[src/rtl/baud_pkg.sv]
// ---------------------------------------------------------------------------
// baud_pkg
// Shared definitions for the fractional baud generator.
//   - Default widths, oversample ratio and reset divisor.
//   - baud_cfg_t: the {integer, fractional} divisor pair at default widths.
//   - DEF_CFG: the divisor the block comes out of reset with.
// ---------------------------------------------------------------------------
package baud_pkg;

    localparam int N_DEF        = 11;   // integer divisor / count width
    localparam int F_DEF        = 4;    // fractional divisor width (1/2^F units)
    localparam int OVS_DEF      = 16;   // ticks per bit_tick
    localparam int DEF_INT_DEF  = 326;  // integer divisor after reset
    localparam int DEF_FRAC_DEF = 0;    // fractional divisor after reset

    typedef struct packed {
        logic [N_DEF-1:0] div_int;
        logic [F_DEF-1:0] div_frac;
    } baud_cfg_t;

    localparam baud_cfg_t DEF_CFG = '{
        div_int:  N_DEF'(DEF_INT_DEF),
        div_frac: F_DEF'(DEF_FRAC_DEF)
    };

endpackage

[src/rtl/frac_accumulator.sv]
// ---------------------------------------------------------------------------
// frac_accumulator
// Fractional phase accumulator. On every step strobe the fractional divisor
// is added into an F-bit accumulator; the carry out of that addition is kept
// as ext and lengthens the following period by one cycle.
//
// Ports
//   clk       in   clock, rising edge
//   reset     in   asynchronous active-low reset
//   step      in   one-cycle strobe: accumulate div_frac (period wrap)
//   clear     in   synchronous clear of acc and ext (wins over step)
//   div_frac  in   F-bit fractional divisor
//   ext       out  1 when the current period is one cycle longer
// ---------------------------------------------------------------------------
module frac_accumulator #(
    parameter int F = 4
) (
    input  logic         clk,
    input  logic         reset,
    input  logic         step,
    input  logic         clear,
    input  logic [F-1:0] div_frac,
    output logic         ext
);

    logic [F-1:0] acc_reg;
    logic         ext_reg;
    logic [F:0]   sum_next;

    // F+1-bit sum: the MSB is the carry that becomes next period's ext.
    assign sum_next = {1'b0, acc_reg} + {1'b0, div_frac};

    always_ff @(posedge clk or negedge reset) begin
        if (!reset) begin
            acc_reg <= '0;
            ext_reg <= 1'b0;
        end else if (clear) begin
            acc_reg <= '0;
            ext_reg <= 1'b0;
        end else if (step) begin
            {ext_reg, acc_reg} <= sum_next;
        end
    end

    assign ext = ext_reg;

endmodule

[src/rtl/frac_baud_gen.sv]
// ---------------------------------------------------------------------------
// frac_baud_gen
// Fractional baud-rate generator. A counter runs 0..L-1 where
// L = max(div_int,2) + ext; ext comes from a fractional accumulator so the
// average period is div_int + div_frac/2^F cycles. Every OVS ticks a
// bit_tick is produced. A new divisor is taken through a valid/ready
// handshake into a shadow register and applied only at a period boundary
// (or immediately when the counter is stopped), so a running period is never
// cut short or stretched.
//
// Ports
//   clk        in   clock, rising edge
//   reset      in   asynchronous active-low reset
//   en         in   count enable; low freezes counter/accumulator/oversample
//   clr        in   synchronous restart of counter, accumulator, os count
//   cfg_valid  in   new divisor offered
//   cfg_int    in   offered integer divisor (N bits)
//   cfg_frac   in   offered fractional divisor (F bits)
//   cfg_ready  out  block can accept a divisor (no update pending)
//   tick       out  one-cycle sample tick (the wrap cycle)
//   bit_tick   out  one-cycle tick on the last of every OVS ticks
//   q          out  current count
//   os_q       out  current oversample index
// ---------------------------------------------------------------------------
module frac_baud_gen
    import baud_pkg::*;
#(
    parameter int N        = N_DEF,
    parameter int F        = F_DEF,
    parameter int OVS      = OVS_DEF,
    parameter int DEF_INT  = int'(DEF_CFG.div_int),
    parameter int DEF_FRAC = int'(DEF_CFG.div_frac)
) (
    input  logic                    clk,
    input  logic                    reset,
    input  logic                    en,
    input  logic                    clr,
    input  logic                    cfg_valid,
    input  logic [N-1:0]            cfg_int,
    input  logic [F-1:0]            cfg_frac,
    output logic                    cfg_ready,
    output logic                    tick,
    output logic                    bit_tick,
    output logic [N-1:0]            q,
    output logic [$clog2(OVS)-1:0]  os_q
);

    localparam int             OSW     = $clog2(OVS);
    localparam logic [OSW-1:0] OS_LAST = OSW'(OVS - 1);
    localparam logic [N:0]     MIN_DIV = (N+1)'(2);
    localparam logic [N:0]     ONE_W   = (N+1)'(1);

    // Active and shadow divisors plus handshake state
    logic [N-1:0]   div_int_reg;
    logic [F-1:0]   div_frac_reg;
    logic [N-1:0]   shadow_int_reg;
    logic [F-1:0]   shadow_frac_reg;
    logic           pending_reg;

    // Counters
    logic [N-1:0]   q_reg;
    logic [OSW-1:0] os_reg;

    // Combinational control
    logic           ext;
    logic [N:0]     d_eff;
    logic [N:0]     period_len;
    logic           at_last;
    logic           wrap;
    logic           apply;
    logic           capture;
    logic           acc_clear;

    // Period length and end-of-period detect are computed one bit wider than
    // the count so that div_int = 2^N-1 with ext = 1 does not overflow.
    always_comb begin
        d_eff      = (div_int_reg < N'(2)) ? MIN_DIV : {1'b0, div_int_reg};
        period_len = d_eff + {{N{1'b0}}, ext};
        at_last    = ({1'b0, q_reg} == (period_len - ONE_W));
    end

    // A pending shadow lands on the wrap cycle while running; with the
    // counter stopped there is no period to protect, so it lands at once.
    always_comb begin
        wrap      = en & ~clr & at_last;
        apply     = pending_reg & (en ? at_last : 1'b1);
        capture   = cfg_valid & ~pending_reg;
        acc_clear = clr | apply;
    end

    // ----------------------------------------------------------------------
    // Configuration handshake: shadow capture and apply
    // ----------------------------------------------------------------------
    always_ff @(posedge clk or negedge reset) begin
        if (!reset) begin
            div_int_reg     <= N'(DEF_INT);
            div_frac_reg    <= F'(DEF_FRAC);
            shadow_int_reg  <= N'(DEF_INT);
            shadow_frac_reg <= F'(DEF_FRAC);
            pending_reg     <= 1'b0;
        end else begin
            // capture needs pending=0 and apply needs pending=1, so the two
            // never coincide.
            if (capture) begin
                shadow_int_reg  <= cfg_int;
                shadow_frac_reg <= cfg_frac;
                pending_reg     <= 1'b1;
            end
            if (apply) begin
                div_int_reg  <= shadow_int_reg;
                div_frac_reg <= shadow_frac_reg;
                pending_reg  <= 1'b0;
            end
        end
    end

    // ----------------------------------------------------------------------
    // Integer period counter
    // ----------------------------------------------------------------------
    always_ff @(posedge clk or negedge reset) begin
        if (!reset) begin
            q_reg <= '0;
        end else if (clr || apply) begin
            q_reg <= '0;
        end else if (en) begin
            if (at_last) begin
                q_reg <= '0;
            end else begin
                q_reg <= q_reg + N'(1);
            end
        end
    end

    // ----------------------------------------------------------------------
    // Oversample counter: advances on every tick, untouched by apply
    // ----------------------------------------------------------------------
    always_ff @(posedge clk or negedge reset) begin
        if (!reset) begin
            os_reg <= '0;
        end else if (clr) begin
            os_reg <= '0;
        end else if (wrap) begin
            if (os_reg == OS_LAST) begin
                os_reg <= '0;
            end else begin
                os_reg <= os_reg + OSW'(1);
            end
        end
    end

    // ----------------------------------------------------------------------
    // Fractional accumulator
    // ----------------------------------------------------------------------
    frac_accumulator #(
        .F (F)
    ) u_frac_accumulator (
        .clk      (clk),
        .reset    (reset),
        .step     (wrap),
        .clear    (acc_clear),
        .div_frac (div_frac_reg),
        .ext      (ext)
    );

    // ----------------------------------------------------------------------
    // Outputs
    // ----------------------------------------------------------------------
    assign tick      = wrap;
    assign bit_tick  = wrap & (os_reg == OS_LAST);
    assign cfg_ready = ~pending_reg;
    assign q         = q_reg;
    assign os_q      = os_reg;

endmodule

[config.mk]
export PLATFORM = sky130hd
export DESIGN_NAME = frac_baud_gen
export DESIGN_NICKNAME = d
export VERILOG_FILES = /design/src/rtl/baud_pkg.sv /design/src/rtl/frac_accumulator.sv /design/src/rtl/frac_baud_gen.sv
export SDC_FILE = /design/constraint.sdc
export NUM_CORES = 1
export LEC_CHECK = 0
export BUFFER_PORTS_ARGS = -buffer_cell sky130_fd_sc_hd__buf_2
export CORE_MARGIN = 2
export CORE_UTILIZATION = 63
export CTS_CLUSTER_DIAMETER = 200
export DETAILED_ROUTE_END_ITERATION = 16
export PLACE_DENSITY = 0.85
export SLEW_MARGIN = 20
export SYNTH_ARGS = -nofsm -noshare
export SYNTH_HDL_FRONTEND = slang
export SYNTH_SLANG_ARGS = --single-unit
export TNS_END_PERCENT = 10
[constraint.sdc]
create_clock -name clk -period 11.2 [get_ports clk]
set_clock_uncertainty 0.15 [all_clocks]
set_input_delay 1.68 -clock clk [delete_from_list [all_inputs] [get_ports clk]]
set_output_delay 1.68 -clock clk [all_outputs]
set_load 0.02 [all_outputs]
==> summary.txt, run 1 <==
Run status
  • Run status: finished, final reports clean

Worst hold path
  • Worst hold path class: flip-flop to flip-flop
  • Hold Crit Start: shadow_int_reg[1]$_DFFE_PN1P_

CTS
  • H-Tree Depth: 2
  • Num Clock Sinks: 51
  • Longest Clk Path Bufs: 2
  • Clock latency on the worst-skew pair: 0.31 ns
  • Clk pin slew, worst setup/hold paths: 0.10 ns
  • Num CTS Buffers: 5
  • Clk root buf: clkbuf_8
  • TritonCTS clock tree: built
  • Post-CTS Hold Buffers: 0
  • Post-CTS sizing: 0
  • Post-CTS setup repair buffer count: 0

Routing
  • Remaining antenna violation count after routing: 0
  • WL final: 7180 um
  • Pre-antenna DRT Iters: 5
  • Routed vias/inst: 6.50
  • WL/cell: 16.9 um
  • Routed vias: 2754
  • Post-route DRC: 0
  • 1st-iter DRT viols: 280

Setup path
  • Crit path kind: flip-flop to output pin
  • Worst r2r path cells: 12
  • CP Max Fanout: 11
  • Critical Path RT: 9.37 ns
  • Arr. time, crit path: 4.03 ns
  • Reg-to-Reg Start: div_int_reg[5]$_DFFE_PN0P_
  • CP Launch Type: flip-flop
  • Critical Path Sink: bit_tick
  • CP Capture Type: output pin
  • Cell chain of the critical path: or3_1 -> nor2_1 -> nand2_1 -> o21ai_0 -> ha_1 -> ha_1 -> or4b_1 -> nor3_2 -> o21ai_0 -> nor4_1 -> nand4_1 -> nor3_1 -> buf_2
  • Reg-to-reg endpoint: q[6]$_DFFE_PN0P_
  • Slowest CP cell: dfrtp_1
  • Max incr delay on CP: 0.52 ns
  • Worst R2R Setup Slack: 6.39 ns
  • CP startpoint: div_int_reg[5]$_DFFE_PN0P_

Yosys
  • #FFs+latches synth: 51
  • Synth Cell Area: 3190 um^2
  • Cells after synthesis: 338
  • Post-synthesis adder-cell area fraction: 0.0376
  • Xor and xnor fraction of the mapped netlist area: 0.0494
  • Largest family of logic cells by synthesized area: simple AND/OR/NAND/NOR gates
  • Most used DFF post-synth: dfrtp_1
  • Post-synthesis mux area share: 0.0662
  • EDFF count, synth: 0
  • Unique masters post-synth: 59
  • Synth Net Count: 367
  • Post-Syn Area per Cell: 9.45 um^2
  • Synth Warn #: 0
  • Sequential share of the synthesized area: 0.403
  • Simple-gate share of the synthesized area: 0.205
  • Post-synth ARST share: 1.00
  • Synth Area in Compound Gates: 0.189

Flow run
  • Max-Cap Viols: 0

STA
  • Slew Viols, Final: 0
  • Final setup fails: 0
  • Final period utilization: 0.523
  • Fin Hold WS: 0.364 ns
  • Fmax: 171 MHz
  • Max-slew headroom: 0.262
  • Setup ws final: 5.34 ns
  • Final hold viol count: 0
  • Fin Setup TNS: 0 ns
  • Worst-Margin Slew: 1.11 ns
  • Fin crit period: 5.86 ns
  • RSZ-0062 raised after global routing: false

Power
  • VDD IR max: 0.0000903 V
  • Leak: 1.37 nW
  • P per Cell Area: 153 nW/um^2
  • Total Power: 527 uW

Final layout
  • P&R area growth vs syn: 7.60%
  • Number of diodes: 0
  • Fin nets: 385
  • Share of layout cells above drive strength 1: 0.224
  • Post-route core utilization: 0.714
  • Post-route cell area: 3440 um^2
  • Final Instance Count excl. Fillers: 424
  • Commonest non-fill, non-tap cell in the layout: nand2_1
  • Fillcell total: 384
  • Most frequent cells in the layout: 49 x nand2_1, 43 x dfrtp_1, 37 x buf_2

Floorplanning
  • Die X: 75.2 um
  • Total core area: 4820 um^2
  • Chip height: 75.2 um
  • Std cell rows: 25
  • Initial core utilization: 0.663
  • Total die area: 5660 um^2
  • I/O pin count: 38

Global route
  • Tot GR Track Use: 0.271
  • Vias in the first global route: 2528
  • Gr ovfl total: 0
  • Antenna violations before repair: 0
  • First-pass GRT wire length: 11800 um
  • Largest net degree at the start of global routing: 52

Placement
  • GPL Wtd Cong: 0.951
  • Placement Setup Slack: 5.78 ns
  • Placed cell count: 416
  • Placed Area: 3340 um^2
  • Hpwl dp: 4890 um
  • Port bufs: 37
==> critical path: cells and delay by family (launching register included) <==
| family | cells | cell delay, ns |
|---|---|---|
| simple gates | 8 | 2.24 |
| flops | 1 | 0.52 |
| fa+ha+maj | 2 | 0.49 |
| buf+inv | 1 | 0.19 |
| compound gates | 2 | 0.27 |
==> cells by family (layout without fill, tap and decap cells) <==
group / count (synthesis) / count (layout)
AOI/OAI and AO/OA: 80 / 80
xor gates and xnor gates: 18 / 18
adders and majority gates: 9 / 9
buffers and inverters: 34 / 53
DFF: 51 / 51
muxes: 19 / 19
and+or+nand+nor: 127 / 127
==> how the worst min path moves through the flow <==
stage / end / slack [ns] / depth (start not counted)
2_1_floorplan: div_int_reg[1]$_DFFE_PN1P_ / 0.33 / 2
5_1_grt: div_int_reg[2]$_DFFE_PN1P_ / 0.38 / 2
6_report: div_int_reg[1]$_DFFE_PN1P_ / 0.36 / 2
4_1_cts: div_int_reg[1]$_DFFE_PN1P_ / 0.37 / 2
3_5_place_dp: div_int_reg[2]$_DFFE_PN1P_ / 0.35 / 2
3_3_place_gp: shadow_int_reg[0]$_DFFE_PN0P_ / 0.34 / 1
==> per-layer routing <==
layer / vias up / track usage / share of wire
met4: 0 / 0.0955 / 0.014
met2: 119 / 0.447 / 0.48
li1: 1289 / - / -
met3: 13 / 0.0428 / 0.070
met1: 1333 / 0.364 / 0.43
met5: - / 0 / 0
==> final cells by class <==
type / instances / area, um^2 / share of cell area
multi-input combinational: 253 / 1750 / 0.509
sequential: 51 / 1290 / 0.374
timing repair buffer: 40 / 208 / 0.0604
tap: 67 / 83.8 / 0.0244
clock buffer: 5 / 68.8 / 0.0200
clock inverter: 3 / 23.8 / 0.00692
inverter: 5 / 18.8 / 0.00546
==> cells in the mapped netlist, types with 2 or more instances <==
cell type	n	area (um^2)
nor2b_1	5	31.3
a21o_1	3	22.5
xor2_1	8	70.1
ha_1	8	100
or3_1	4	25.0
nor2_1	14	52.6
nor3b_1	3	22.5
a311o_1	4	40.0
buf_2	2	10.0
inv_1	4	15.0
xnor2_1	10	87.6
nor3_1	11	55.1
nand2b_1	4	25.0
buf_6	4	45.0
o211ai_1	34	255
mux2i_1	2	20.0
dfrtp_1	43	1080
a21oi_1	8	40.0
nor4b_1	4	35.0
o221ai_1	2	17.5
mux2_2	17	191
or4b_1	2	20.0
nor4_1	3	18.8
or4_1	2	15.0
a211oi_1	8	60.1
o21ai_0	5	25.0
nand4_1	7	43.8
buf_1	2	7.51
dfstp_2	8	210
clkbuf_1	21	78.8
nand3_1	10	50.1
nand2_1	49	184
==> power by group <==
group | leakage, nW | switching [mW] | total, mW | internal [mW]
registers | 0.628 | 0.0465 | 0.269 | 0.222
logic | 0.706 | 0.0778 | 0.147 | 0.0691
clock network | 0.0408 | 0.0669 | 0.112 | 0.0448
total | 1.37 | 0.191 | 0.527 | 0.336
No activity file was read; power rests on OpenSTA's default activity.
==> run 2, diff against run 1 <==
- CORE_UTILIZATION: 63 -> 59
- PLACE_DENSITY: 0.85 -> 0.81
- clock period: 11.2 -> 5.95 ns (I/O delays scaled with it)
==> run 2 against run 1 <==
Against the previous run:
- critical path depth unchanged
- sequential cell count unchanged
- sequential share of layout area decreased by 0.081 points
- worst hold slack got worse by 0.0049 ns
- power increased by 88%
- worst setup slack got worse by 4.4 ns
- largest cell class unchanged
- highest routed layer unchanged
==> summary.txt, run 2 (synthesis gave the netlist of run 1 again) <==
Run status
  • Run status: finished, final reports clean (unchanged)

Power
  • VDD IR max: 0.000209 V (was 0.0000903 V)
  • Clock share of power: 0.216 (was 0.212)
  • Net switching power: 359 uW (was 191 uW)
  • Sw Ratio: 0.361 (was 0.363)
  • Leak: 1.38 nW (was 1.37 nW)
  • P per Cell Area: 289 nW/um^2 (was 153 nW/um^2)
  • Flop pwr share: 0.512 (was 0.510)
  • Internal power: 635 uW (was 336 uW)
  • Combinational Power Share: 0.272 (was 0.279)

CTS
  • Longest Clk Path Bufs: 2 (unchanged)
  • Num CTS Buffers: 5 (unchanged)
  • Post-CTS Hold Buffers: 0 (unchanged)
  • Clock latency on the worst-skew pair: 0.31 ns (about the same)
  • Post-CTS sizing: 0 (unchanged)
  • Post-CTS setup repair buffer count: 0 (unchanged)
  • H-Tree Depth: 2 (unchanged)
  • Clk root buf: clkbuf_8 (unchanged)
  • Clk pin slew, worst setup/hold paths: 0.10 ns (about the same)
  • TritonCTS clock tree: built (unchanged)
  • Num Clock Sinks: 51 (unchanged)

Floorplanning
  • Total core area: 5170 um^2 (was 4820 um^2)
  • Total die area: 6020 um^2 (was 5660 um^2)
  • I/O pin count: 38 (unchanged)
  • Chip height: 77.6 um (was 75.2 um)
  • Std cell rows: 26 (was 25)
  • Die X: 77.6 um (was 75.2 um)
  • Initial core utilization: 0.618 (was 0.663)

Setup path
  • Slowest CP cell: dfrtp_1 (unchanged)
  • CP Capture Type: output pin (unchanged)
  • Critical Path RT: 4.91 ns (was 9.37 ns)
  • Cell chain of the critical path: or3_1 -> nor2_1 -> nand2_1 -> o21ai_0 -> ha_1 -> ha_1 -> or4b_1 -> nor3_2 -> o21ai_0 -> nor4_1 -> nand4_1 -> nor3_1 -> buf_2 (unchanged)
  • Crit path kind: flip-flop to output pin (unchanged)
  • Max incr delay on CP: 0.51 ns (was 0.52 ns)
  • CP Max Fanout: 11 (unchanged)
  • Arr. time, crit path: 3.93 ns (was 4.03 ns)
  • CP Launch Type: flip-flop (unchanged)

Routing
  • Pre-antenna DRT Iters: 5 (unchanged)
  • WL final: 7160 um (was 7180 um)
  • WL/cell: 16.8 um (was 16.9 um)
  • 1st-iter DRT viols: 175 (was 280)
  • Post-route DRC: 0 (unchanged)
  • Routed vias/inst: 6.34 (was 6.50)
  • Routed vias: 2707 (was 2754)
  • Remaining antenna violation count after routing: 0 (unchanged)

STA
  • Fmax: 201 MHz
  • Final hold viol count: 0 (unchanged)
  • Fin Setup TNS: 0 ns (unchanged)
  • RSZ-0062 raised after global routing: false (unchanged)
  • Final period utilization: 0.836
  • Final setup fails: 0 (unchanged)
  • Worst-Margin Slew: 1.03 ns (was 1.11 ns)
  • Slew Viols, Final: 0 (unchanged)
  • Max-slew headroom: 0.312 (was 0.262)
  • Fin crit period: 4.97 ns

Global route
  • Antenna violations before repair: 0 (unchanged)
  • Largest net degree at the start of global routing: 52 (unchanged)
  • Gr ovfl total: 0 (unchanged)
  • Tot GR Track Use: 0.254 (was 0.271)
  • Vias in the first global route: 2536 (was 2528)
  • First-pass GRT wire length: 12200 um (was 11800 um)

Final layout
  • Seq. cell area: 1290 um^2 (unchanged)
  • Post-route cell area: 3440 um^2 (about the same)
  • Most frequent cells in the layout: 49 x nand2_1, 43 x dfrtp_1, 37 x buf_2 (unchanged)
  • Fillcell total: 436 (was 384)
  • Number of diodes: 0 (unchanged)
  • Fin nets: 385 (unchanged)
  • P&R area growth vs syn: 7.83% (was 7.60%)
  • Commonest non-fill, non-tap cell in the layout: nand2_1 (unchanged)
  • Area of the multi-input gates: 1750 um^2 (unchanged)
  • Share of layout cells above drive strength 1: 0.224 (unchanged)

Placement
  • Placed Area: 3350 um^2 (was 3340 um^2)
  • Port bufs: 37 (unchanged)
  • GPL Wtd Cong: 0.863 (was 0.951)
  • Hpwl dp: 4900 um (was 4890 um)

Flow run
  • Max-Cap Viols: 0 (unchanged)

Worst hold path
  • Worst hold path class: flip-flop to flip-flop (unchanged)
-- run 2: cell count changes in the layout (fill, tap and decap cells not counted), sizes merged --
cell	previous run	this run
clkinvlp	2	1
inv	5	6
-- run 2: final cells by class --
cell class / instances / share of cell area
multi-input combinational: 253 / 0.507
sequential: 51 / 0.373
clock buffer: 5 / 0.0200
tap: 70 / 0.0254
timing repair buffer: 40 / 0.0603
inverter: 5 / 0.00545
clock inverter: 3 / 0.00799
-- run 2: final timing paths --
check                      slack [ns]                             end  cells past startpoint                     startpoint
min                              0.36      div_int_reg[2]$_DFFE_PN1P_                      2  shadow_int_reg[2]$_DFFE_PN1P_
max reg2reg                      1.26                q[7]$_DFFE_PN0P_                     12     div_int_reg[5]$_DFFE_PN0P_
max                              0.98                        bit_tick                     13     div_int_reg[5]$_DFFE_PN0P_
max in group asynchronous        4.69  shadow_frac_reg[0]$_DFFE_PN0P_                      2                          reset
min reg2reg                      0.36      div_int_reg[2]$_DFFE_PN1P_                      2  shadow_int_reg[2]$_DFFE_PN1P_
min in group asynchronous        0.53             os_q[0]$_DFFE_PN0P_                      2                          reset
-- run 2: critical path, delay by kind of cell (launching register included) --
family | cells | cell delay, ns
AO/OA/AOI/OAI | 2 | 0.25
adder cells (fa/ha/maj) | 2 | 0.49
buffers and inverters | 1 | 0.19
flip-flops | 1 | 0.51
AND/OR/NAND/NOR | 8 | 2.16
-- run 2: through the flow --
stage	setup slack, ns	std cells	utilization	total power, mW	hold slack (ns)
3_5_place_dp	1.34	419	0.647	0.784	0.346
2_1_floorplan	1.59	338	-	0.724	0.330
3_3_place_gp	1.47	419	0.647	0.770	0.341
5_1_grt	0.625	427	0.666	1.06	0.370
4_1_cts	0.992	427	0.666	1.00	0.361
6_report	0.977	427	0.666	0.994	0.359
-- run 2: power by group through the flow --
| stage | sequential [mW] | clock, mW | combinational, mW |
|---|---|---|---|
| after floorplan | 0.464 | 0 | 0.260 |
| after global placement | 0.508 | 0 | 0.261 |
| after detailed placement | 0.514 | 0 | 0.270 |
| after CTS | 0.507 | 0.221 | 0.272 |
| after global routing | 0.522 | 0.238 | 0.305 |
| final | 0.509 | 0.215 | 0.271 |
-- run 2: per-layer routing --
metal | vias up | GRT usage | wire, um
li1 | 1291 | - | -
met1 | 1336 | 0.359 | 3280
met2 | 71 | 0.396 | 3450
met3 | 9 | 0.0465 | 332
met4 | 0 | 0.0857 | 92
met5 | - | 0 | 0
==> run 3, diff against run 2 <==
- ABC_AREA: unset -> 1
- CORE_UTILIZATION: 59 -> 58
- PLACE_DENSITY: 0.81 -> 0.8
- clock period: 5.95 -> 4.7 ns (I/O delays scaled with it)
==> run 3 against run 2 <==
Against the previous run:
- sequential share of layout area is 2.8 points higher
- cell count grew 3.0%
- utilization is 0.77 points higher
- global-route usage fell by 3.9 points
- worst hold slack lost 0.12 ns
- die area fell by 7.6%
- first-iteration DRC count down 50%
- largest cell class unchanged
- worst setup slack lost 0.13 ns
- sequential power increased by 19%
==> summary.txt, run 3 <==
Power
  • Flop pwr share: 0.489 (was 0.512)
  • Internal power: 789 uW (was 635 uW)
  • Net switching power: 447 uW (was 359 uW)
  • P per Cell Area: 386 nW/um^2 (was 289 nW/um^2)
  • Sw Ratio: 0.362 (was 0.361)
  • Clock share of power: 0.212 (was 0.216)
  • Combinational Power Share: 0.299 (was 0.272)
  • VDD IR max: 0.000239 V (was 0.000209 V)
  • Leak: 1.66 nW (was 1.38 nW)
  • Total Power: 1.24 mW (was 994 uW)

Placement
  • Hpwl dp: 3900 um (was 4900 um)
  • Port bufs: 37 (unchanged)
  • Placed Area: 3100 um^2 (was 3350 um^2)
  • GPL Wtd Cong: 0.933 (was 0.863)
  • Placement Setup Slack: 1.20 ns (was 1.34 ns)
  • Placed cell count: 432 (was 419)

Routing
  • Pre-antenna DRT Iters: 4 (was 5)
  • WL/cell: 11.8 um (was 16.8 um)
  • Remaining antenna violation count after routing: 0 (unchanged)
  • WL final: 5210 um (was 7160 um)
  • Routed vias/inst: 5.06 (was 6.34)
  • Routed vias: 2228 (was 2707)
  • Post-route DRC: 0 (unchanged)
  • 1st-iter DRT viols: 87 (was 175)

CTS
  • Num CTS Buffers: 5 (unchanged)
  • Longest Clk Path Bufs: 2 (unchanged)
  • TritonCTS clock tree: built (unchanged)
  • Post-CTS Hold Buffers: 0 (unchanged)
  • Clock latency on the worst-skew pair: 0.30 ns (was 0.31 ns)
  • H-Tree Depth: 2 (unchanged)
  • Clk pin slew, worst setup/hold paths: 0.09 ns (was 0.10 ns)
  • Num Clock Sinks: 51 (unchanged)
  • Post-CTS sizing: 0 (unchanged)
  • Post-CTS setup repair buffer count: 0 (unchanged)
  • Clk root buf: clkbuf_8 (unchanged)

Yosys
  • Post-synth ARST share: 1.00 (unchanged)
  • Sequential share of the synthesized area: 0.445 (was 0.403)
  • Most common cell in the netlist: nand2_1 (unchanged)
  • Unique masters post-synth: 31 (was 59)
  • Post-Syn Area per Cell: 8.59 um^2 (was 9.45 um^2)
  • EDFF count, synth: 0 (unchanged)
  • #FFs+latches synth: 51 (unchanged)
  • Top post-synthesis cells by area: dfrtp_1 37%, nand2_1 11%, dfstp_2 7.3%, nand3_1 5.7%, inv_1 4.0% (was dfrtp_1 34%, o211ai_1 8.0%, dfstp_2 6.6%, mux2_2 6.0%, nand2_1 5.8%)
  • Most used DFF post-synth: dfrtp_1 (unchanged)
  • Synth Net Count: 365 (was 367)
  • Post-synth top area cell: dfrtp_1 (unchanged)
  • Synth Cell Area: 2890 um^2 (was 3190 um^2)
  • Top cells by instance count after synthesis: 84 x nand2_1, 43 x dfrtp_1, 33 x nand3_1 (was 49 x nand2_1, 43 x dfrtp_1, 34 x o211ai_1)
  • Synth top area share: 0.373 (was 0.337)
  • Cells after synthesis: 336 (was 338)
  • Synth Warn #: 0 (unchanged)

Final layout
  • Most frequent cells in the layout: 84 x nand2_1, 43 x dfrtp_1, 36 x buf_2 (was 49 x nand2_1, 43 x dfrtp_1, 37 x buf_2)
  • Share of layout cells above drive strength 1: 0.271 (was 0.224)
  • P&R area growth vs syn: 10.9% (was 7.83%)
  • Post-route cell area: 3200 um^2 (was 3440 um^2)
  • Fin nets: 401 (was 385)
  • Number of diodes: 0 (unchanged)
  • Fillcell total: 402 (was 436)
  • Commonest non-fill, non-tap cell in the layout: nand2_1 (unchanged)
  • Final Instance Count excl. Fillers: 440 (was 427)

STA
  • Max-slew headroom: 0.508 (was 0.312)
  • Fmax: 260 MHz
  • Fin Setup TNS: 0 ns (unchanged)
  • Final hold viol count: 0 (unchanged)
  • Setup ws final: 0.852 ns (was 0.977 ns)
  • Worst-Margin Slew: 0.737 ns (was 1.03 ns)
  • Final setup fails: 0 (unchanged)
  • RSZ-0062 raised after global routing: false (unchanged)
  • Final period utilization: 0.819
  • Fin crit period: 3.85 ns
  • Slew Viols, Final: 0 (unchanged)

Floorplanning
  • I/O pin count: 38 (unchanged)
  • Total die area: 5560 um^2 (was 6020 um^2)
  • Die X: 74.6 um (was 77.6 um)
  • Std cell rows: 25 (was 26)
  • Chip height: 74.6 um (was 77.6 um)
  • Total core area: 4750 um^2 (was 5170 um^2)
  • Initial core utilization: 0.607 (was 0.618)

Setup path
  • Top cell by count, worst path: nand2_1
  • CP Max Fanout: 9 (was 11)
  • CP Capture Type: output pin (unchanged)
  • Crit path max-delay family: simple AND/OR/NAND/NOR gates (unchanged)
  • Cell chain of the critical path: inv_2 -> nand3_2 -> inv_1 -> nand2_1 -> nand2_1 -> ha_1 -> ha_1 -> nand2_1 -> nor2_1 -> nand2_1 -> nand3_1 -> nor2_1 -> nand3_1 -> nor2_1 -> nand2_1 -> nor2_2 -> nand3_2 -> nor2_4 -> buf_2 (was or3_1 -> nor2_1 -> nand2_1 -> o21ai_0 -> ha_1 -> ha_1 -> or4b_1 -> nor3_2 -> o21ai_0 -> nor4_1 -> nand4_1 -> nor3_1 -> buf_2)
  • CP Buf/Inv Count: 3 (was 1)
  • Critical Path RT: 3.85 ns (was 4.91 ns)
  • Arr. time, crit path: 2.99 ns (was 3.93 ns)
  • Crit path kind: flip-flop to output pin (unchanged)
  • Slowest CP cell: dfstp_2 (was dfrtp_1)
  • CP Launch Type: flip-flop (unchanged)
  • Max incr delay on CP: 0.62 ns (was 0.51 ns)

Flow run
  • Max-Cap Viols: 0 (unchanged)

Run status
  • Run status: finished, final reports clean (unchanged)

Worst hold path
  • Worst hold path class: primary input to asynchronous set/reset pin (was flip-flop to flip-flop)

Global route
  • Antenna violations before repair: 0 (unchanged)
  • Largest net degree at the start of global routing: 52 (unchanged)
  • Vias in the first global route: 2145 (was 2536)
  • Gr ovfl total: 0 (unchanged)
  • First-pass GRT wire length: 9190 um (was 12200 um)
  • Tot GR Track Use: 0.215 (was 0.254)
-- run 3: area by class of cell --
class                   count  area, um^2  area share
flip-flops and latches     51        1290       0.402
clock inverters             2        16.3     0.00508
clock buffers               6        82.6      0.0258
well taps                  67        83.8      0.0262
inverters                  37         141      0.0441
multi-input cells         240        1410       0.439
repair buffers             37         188      0.0586
-- run 3: power by group through the flow --
stage,logic [mW],registers [mW],clock network (mW)
2_1_floorplan,0.305,0.590,0
3_3_place_gp,0.362,0.607,0
3_5_place_dp,0.368,0.611,0
4_1_cts,0.372,0.603,0.272
5_1_grt,0.427,0.615,0.292
6_report,0.370,0.604,0.263
-- run 3: routing by layer --
layer,wire [um],global-route usage
met1,2360,0.286
met2,2480,0.355
met3,248,0.0257
met4,114,0.0952
met5,0,0
-- run 3: cells by family after synthesis --
logic type / after synthesis / synth area share
AO/OA/AOI/OAI: 22 / 0.0485
flip-flops: 51 / 0.445
adder cells (fa/ha/maj): 9 / 0.0416
XOR/XNOR: 20 / 0.0607
AND/OR/NAND/NOR: 182 / 0.308
buffers and inverters: 45 / 0.0680
multiplexers: 7 / 0.0273
-- run 3: path summary, 6_finish.rpt --
kind | startpoint | end | slack [ns] | depth (start not counted)
worst max register to register | div_int_reg[6]$_DFFE_PN1P_ | q[10]$_DFFE_PN0P_ | 1.54 | 21
worst min register to register | div_frac_reg[0]$_DFFE_PN0P_ | div_frac_reg[0]$_DFFE_PN0P_ | 0.34 | 2
worst max-delay path | div_int_reg[6]$_DFFE_PN1P_ | tick | 0.85 | 19
worst min-delay path | reset | q[5]$_DFFE_PN0P_ | 0.24 | 1
min in group clk | div_frac_reg[0]$_DFFE_PN0P_ | div_frac_reg[0]$_DFFE_PN0P_ | 0.34 | 2
max in group asynchronous | reset | os_q[2]$_DFFE_PN0P_ | 3.74 | 1
-- run 3: per-stage QoR --
stage | hold WS (ns) | utilization
floorplan | 0.259 | -
global placement | 0.318 | 0.652
detailed placement | 0.320 | 0.652
CTS | 0.345 | 0.673
global route | 0.303 | 0.674
finish | 0.244 | 0.674
